--- src/rtl/dma_pkg.sv ---
// dma_pkg: shared state encoding and bus constants for the DMA burst engine
package dma_pkg;
    typedef enum logic [2:0] {
        IDLE,
        REQUEST,
        HANDSHAKE,
        WR_FETCH,
        WR_DATA,
        RD_DATA,
        END
    } state_t;
    localparam int BURST_LEN_W  = 9;
    localparam int BURST_SIZE_W = 8;
    localparam logic [3:0] BE_ALL  = 4'hF;
    localparam logic [3:0] BE_NONE = 4'h0;
    localparam logic [BURST_SIZE_W-1:0] BURST_NONE = '0;
endpackage

--- src/rtl/dma_burst_calc.sv ---
// dma_burst_calc: burst length and post-burst address/count advance
module dma_burst_calc
    import dma_pkg::*;
#(
    parameter int MAX_BURST = 16,
    parameter int BUF_AW    = 9,
    parameter int CNT_W     = 16
) (
    input  logic [CNT_W-1:0]        remaining,
    input  logic [31:0]             bus_addr,
    input  logic [BUF_AW-1:0]       buf_addr,
    output logic [BURST_LEN_W-1:0]  len,
    output logic [BURST_SIZE_W-1:0] burst_size,
    output logic [31:0]             next_bus_addr,
    output logic [BUF_AW-1:0]       next_buf_addr,
    output logic [CNT_W-1:0]        next_remaining
);
    always_comb begin
        len            = (32'(remaining) < MAX_BURST) ? BURST_LEN_W'(remaining) : BURST_LEN_W'(MAX_BURST);
        burst_size     = BURST_SIZE_W'(len - BURST_LEN_W'(1));
        next_bus_addr  = bus_addr + (32'(len) << 2);
        next_buf_addr  = buf_addr + BUF_AW'(len);
        next_remaining = remaining - CNT_W'(len);
    end
endmodule

--- src/rtl/dma_burst_engine.sv ---
// dma_burst_engine: bus-master DMA moving word bursts between a local buffer and the bus
module dma_burst_engine
    import dma_pkg::*;
#(
    parameter int MAX_BURST = 16,
    parameter int BUF_AW    = 9,
    parameter int CNT_W     = 16
) (
    input  logic              clock,
    input  logic              reset_n,
    input  logic              start,
    input  logic              dir_read,
    input  logic [31:0]       bus_addr,
    input  logic [BUF_AW-1:0] buf_addr,
    input  logic [CNT_W-1:0]  word_count,
    output logic              busy,
    output logic              done,
    output logic              error,
    output logic [BUF_AW-1:0] pushAddress,
    output logic [BUF_AW-1:0] popAddress,
    output logic [31:0]       pushData,
    output logic              push,
    input  logic [31:0]       popData,
    input  logic [31:0]       address_dataIN,
    input  logic              end_transactionIN,
    input  logic              data_validIN,
    input  logic              busyIN,
    input  logic              errorIN,
    output logic [31:0]       address_dataOUT,
    output logic [3:0]        byte_enableOUT,
    output logic [7:0]        burst_sizeOUT,
    output logic              read_n_writeOUT,
    output logic              begin_transactionOUT,
    output logic              end_transactionOUT,
    output logic              data_validOUT,
    output logic              busyOUT,
    output logic              request,
    input  logic              granted
);
    localparam logic [BUF_AW-1:0]      BUF_STEP = BUF_AW'(1);
    localparam logic [BURST_LEN_W-1:0] LEN_STEP = BURST_LEN_W'(1);

    state_t                   state_q, state_d;
    logic                     dir_q, dir_d;
    logic [31:0]              bus_q, bus_d;
    logic [BUF_AW-1:0]        buf_q, buf_d;
    logic [CNT_W-1:0]         rem_q, rem_d;
    logic [BUF_AW-1:0]        ptr_q, ptr_d;
    logic [BURST_LEN_W-1:0]   beat_q, beat_d;
    logic                     done_q, done_d;
    logic                     error_q, error_d;
    logic [BURST_LEN_W-1:0]   len;
    logic [BURST_SIZE_W-1:0]  burst_size;
    logic [31:0]              next_bus;
    logic [BUF_AW-1:0]        next_buf;
    logic [CNT_W-1:0]         next_rem;
    logic                     hs;

    dma_burst_calc #(
        .MAX_BURST(MAX_BURST),
        .BUF_AW   (BUF_AW),
        .CNT_W    (CNT_W)
    ) u_calc (
        .remaining     (rem_q),
        .bus_addr      (bus_q),
        .buf_addr      (buf_q),
        .len           (len),
        .burst_size    (burst_size),
        .next_bus_addr (next_bus),
        .next_buf_addr (next_buf),
        .next_remaining(next_rem)
    );

    always_ff @(posedge clock or negedge reset_n) begin
        if (!reset_n) begin
            state_q <= IDLE;
            dir_q   <= 1'b0;
            bus_q   <= '0;
            buf_q   <= '0;
            rem_q   <= '0;
            ptr_q   <= '0;
            beat_q  <= '0;
            done_q  <= 1'b0;
            error_q <= 1'b0;
        end else begin
            state_q <= state_d;
            dir_q   <= dir_d;
            bus_q   <= bus_d;
            buf_q   <= buf_d;
            rem_q   <= rem_d;
            ptr_q   <= ptr_d;
            beat_q  <= beat_d;
            done_q  <= done_d;
            error_q <= error_d;
        end
    end

    always_comb begin
        state_d = state_q;
        dir_d   = dir_q;
        bus_d   = bus_q;
        buf_d   = buf_q;
        rem_d   = rem_q;
        ptr_d   = ptr_q;
        beat_d  = beat_q;
        done_d  = 1'b0;
        error_d = 1'b0;
        case (state_q)
            IDLE: if (start) begin
                dir_d   = dir_read;
                bus_d   = bus_addr;
                buf_d   = buf_addr;
                rem_d   = word_count;
                done_d  = (word_count == '0);
                state_d = (word_count == '0) ? IDLE : REQUEST;
            end
            REQUEST: state_d = granted ? HANDSHAKE : REQUEST;
            HANDSHAKE: begin
                ptr_d   = buf_q;
                beat_d  = '0;
                state_d = dir_q ? RD_DATA : WR_FETCH;
            end
            WR_FETCH: state_d = WR_DATA;
            // a word is consumed only on a cycle the slave is not busy
            WR_DATA: if (!busyIN) begin
                ptr_d   = ptr_q + BUF_STEP;
                beat_d  = beat_q + LEN_STEP;
                state_d = (beat_q == len - LEN_STEP) ? END : WR_DATA;
            end
            RD_DATA: begin
                ptr_d   = data_validIN ? ptr_q + BUF_STEP : ptr_q;
                state_d = end_transactionIN ? END : RD_DATA;
            end
            END: begin
                bus_d   = next_bus;
                buf_d   = next_buf;
                rem_d   = next_rem;
                done_d  = (next_rem == '0);
                state_d = (next_rem == '0) ? IDLE : REQUEST;
            end
            default: state_d = IDLE;
        endcase
        if (state_q != IDLE && errorIN) begin
            state_d = IDLE;
            done_d  = 1'b0;
            error_d = 1'b1;
        end
    end

    // the next pop address goes out in the accepting cycle so the word is ready without a bubble
    always_comb begin
        hs                   = (state_q == HANDSHAKE);
        busy                 = (state_q != IDLE);
        done                 = done_q;
        error                = error_q;
        request              = (state_q == REQUEST);
        begin_transactionOUT = hs;
        burst_sizeOUT        = hs ? burst_size : BURST_NONE;
        byte_enableOUT       = hs ? BE_ALL : BE_NONE;
        read_n_writeOUT      = hs & dir_q;
        data_validOUT        = (state_q == WR_DATA);
        address_dataOUT      = hs ? bus_q : (data_validOUT ? popData : 32'h0);
        popAddress           = (state_q == WR_FETCH) ? ptr_q :
                               (state_q == WR_DATA) ? (busyIN ? ptr_q : ptr_q + BUF_STEP) : '0;
        push                 = (state_q == RD_DATA) & data_validIN;
        pushAddress          = (state_q == RD_DATA) ? ptr_q : '0;
        pushData             = push ? address_dataIN : 32'h0;
        end_transactionOUT   = (state_q == END) |
                               (errorIN & (state_q inside {HANDSHAKE, WR_FETCH, WR_DATA, RD_DATA}));
        busyOUT              = 1'b0;
    end
endmodule
--- config.mk ---
export PLATFORM = sky130hd
export DESIGN_NAME = dma_burst_engine
export DESIGN_NICKNAME = d
export VERILOG_FILES = /design/src/rtl/dma_pkg.sv /design/src/rtl/dma_burst_calc.sv /design/src/rtl/dma_burst_engine.sv
export SDC_FILE = /design/constraint.sdc
export NUM_CORES = 1
export LEC_CHECK = 0
export ABC_CLOCK_PERIOD_IN_PS = 4300
export CAP_MARGIN = 25
export CORE_UTILIZATION = 27
export DETAILED_ROUTE_END_ITERATION = 10
export PLACE_DENSITY = 0.62
export RECOVER_POWER = 50
export SLEW_MARGIN = 10
export SYNTH_ARGS = -nofsm -noshare
export SYNTH_HDL_FRONTEND = slang
export SYNTH_HIERARCHICAL = 1
export SYNTH_SLANG_ARGS = --single-unit
--- constraint.sdc ---
create_clock -name clock -period 4.3 [get_ports clock]
set_clock_uncertainty 0.15 [all_clocks]
set_input_delay 0.645 -clock clock [delete_from_list [all_inputs] [get_ports clock]]
set_output_delay 0.645 -clock clock [all_outputs]
set_load 0.01 [all_outputs]
==> results.cfg <==
[timing]
finalWorstSetupSlack_ns = 0.201
finalCriticalPeriod_ns = 4.10
hold_viol = 0
fin_hold_ws_ns = 0.368
finalCritPeriodShare_pct = 95.3
rsz0062_at_grt = false
slew_headroom_pct = -11.4
tightest_slew_ns = 1.67
setup-tns-final_ns = 0
drv_slew = 86
timing.fmax_mhz = 244
final-setup-viol-count = 0

[logic_synthesis]
avgSynthCellArea_um2 = 8.34
synth.distinct_cells = 74
synthAdderAreaFrac_pct = 4.51
synthCells = 838
synthMuxAreaShare_pct = 8.65
synthFlopType = dfrtp_1
ys_seq_area_share_pct = 29.0
ys_warn_count = 6
synthSimpleGateAreaFrac_pct = 22.8
synth_edf_count = 0
synth_compound_area_share_pct = 20.9
synth_top_family_by_area = simple AND/OR/NAND/NOR gates
syn_area_um2 = 6990
synth-seq-cells = 81
synth-xor-area-share_pct = 8.27
synthArstFlopShare_pct = 100

[die]
design.die.area_um2 = 26500
core_area_um2 = 25300
start_util_pct = 27.7
rows = 58
ios = 234
die_w_um = 163
die_h_um = 163

[clocking]
clock_latency_ns = 0.35
root_buffer = clkbuf_16
cts_tree = done
cts_made_buffers = 9
h-tree-depth = 3
ctsLongestPathBuffers = 2
clock-sinks = 81
cts_hold_buf = 0
clk_pin_slew_ns = 0.07

[pwr]
vdd.ir_drop.worst_mv = 0.238
p_leak_nw = 3.94
total_power_mw = 4.96
power_density_nw_per_um2 = 502

[grt]
grt_start_max_net_pins = 63
grt_pass1_vias = 6744
antenna_found_initial = 0
grt-ovfl-total = 0
grt_pass1_wl_um = 35900
grt_usage_pct = 17.1

[finish]
synthToLayoutAreaGrowth_pct = 41.2
final_common_cell = clkdlybuf4s50_1
final_cell_area_um2 = 9870
antenna_cells = 0
fillers = 2572
drive_above_1_share_pct = 4.83
mostFrequentLayoutCells = clkdlybuf4s50_1 (221), nand2_1 (100), o21ai_0 (92), dfrtp_1 (81), mux2i_1 (57)
final_nets = 1204
final_util_pct = 39.1
instances_no_fill = 1385

[place]
dpl.cell_count = 1369
dp_slack_ns = 0.424
dp_hpwl_um = 17300
placed_area_um2 = 9610
io_buffers = 232
gp_congestion = 0.893

[detailed_routing]
dr_total_vias = 6877
routed_wl_um = 22500
wire_per_inst_um = 16.2
detail-route-antenna-nets = 0
dr.pass1.iters = 7
drc = 0
drt_iter0_drc = 283
vias_per_cell = 4.97

[status]
status = finished, violations left
violations = capacitance limit, slew limit

[critical_path]
start_kind = register
end_kind = output pin
criticalPathCategory = reg2out
arrival_ns = 3.30
r2r-start = rem_q[6]$_DFFE_PN0P_
cp_max_fo = 10
crit_required_ns = 3.50
critPathLaunch = rem_q[6]$_DFFE_PN0P_

[run]
drv_cap = 2

[min_path]
worstHoldStart = bus_q[1]$_DFFE_PN0P_
hp-class = reg2reg
## repair_timing
action,in CTS,in global routing
resized for setup,0,1
buffers inserted,0,0
endpoints found under the setup margin,0,2
endpoints found under the hold margin,0,0
## cell usage after synthesis, drive strengths merged (10+ instances only)
cell type / number / share of area (%)
nor2: 49 / 2.6
xor2: 32 / 4.0
clkbuf: 26 / 1.4
a22o: 36 / 4.5
dfrtp: 81 / 29
a21oi: 28 / 2.1
nand3: 11 / 0.79
xnor2: 34 / 4.3
o21ai: 93 / 6.7
nor3: 15 / 1.3
buf: 31 / 2.8
and3: 36 / 3.2
nor4: 18 / 1.7
ha: 22 / 3.9
and2: 24 / 2.1
mux2i: 57 / 8.2
nor2b: 10 / 0.89
inv: 25 / 1.4
nand2: 101 / 5.5
## cell type report
type | count | area (um^2) | share of cell area [%]
multi-input combinational | 685 | 4600 | 46.6
timing repair buffer | 248 | 2410 | 24.5
sequential | 81 | 2030 | 20.5
tap | 330 | 413 | 4.18
clock buffer | 10 | 229 | 2.32
inverter | 25 | 96.3 | 0.976
clock inverter | 6 | 92.6 | 0.938
## state kept, by name, summed over array words and instances, names as in the netlist
| signal | count |
|---|---|
| beat_q | 9 |
| state_q | 3 |
| ptr_q | 9 |
| bus_q | 32 |
| buf_q | 9 |
| error | 1 |
| dir_q | 1 |
| rem_q | 16 |
| done | 1 |
## report_power, final
part / leakage, nW / switching (mW) / total, mW / internal (mW)
Clock: 0.149 / 0.342 / 0.853 / 0.511
Combinational: 2.78 / 1.32 / 2.49 / 1.17
Sequential: 1.02 / 0.522 / 1.61 / 1.09
Total: 3.94 / 2.19 / 4.96 / 2.77
## critical path, stage by stage, from the launching register on
cell,delay (ns)
dfrtp_1,0.45
nor4_1,0.42
and4_2,0.44
and2_1,0.33
inv_1,0.10
ha_1,0.25
nor4b_4,0.14
o21bai_1,0.17
and2_1,0.17
clkdlybuf4s50_1,0.49
## path summary, 6_finish.rpt
check                                        end  slack, ns  cells past startpoint
max in group asynchronous   bus_q[0]$_DFFE_PN0P_       1.61                      2
max                             burst_sizeOUT[4]       0.20                      9
min in group asynchronous  bus_q[24]$_DFFE_PN0P_       0.58                      1
max reg2reg                bus_q[23]$_DFFE_PN0P_       0.50                     11
min                         bus_q[1]$_DFFE_PN0P_       0.37                      2
min reg2reg                 bus_q[1]$_DFFE_PN0P_       0.37                      2
## layer usage
metal	global-route usage [%]	wire length (um)	vias to the layer above
met2	28.3	10400	244
met4	4.80	297	0
met1	22.2	9960	3199
li1	-	-	3418
met3	4.05	1810	16
met5	0	0	-
## cells by family after synthesis
| group | count (synthesis) |
|---|---|
| compound gates | 215 |
| xor+xnor | 66 |
| fa+ha+maj | 24 |
| buf+inv | 82 |
| flops | 81 |
| mux | 60 |
| other cells | 3 |
| simple gates | 307 |
No activity file was read; power rests on OpenSTA's default activity.
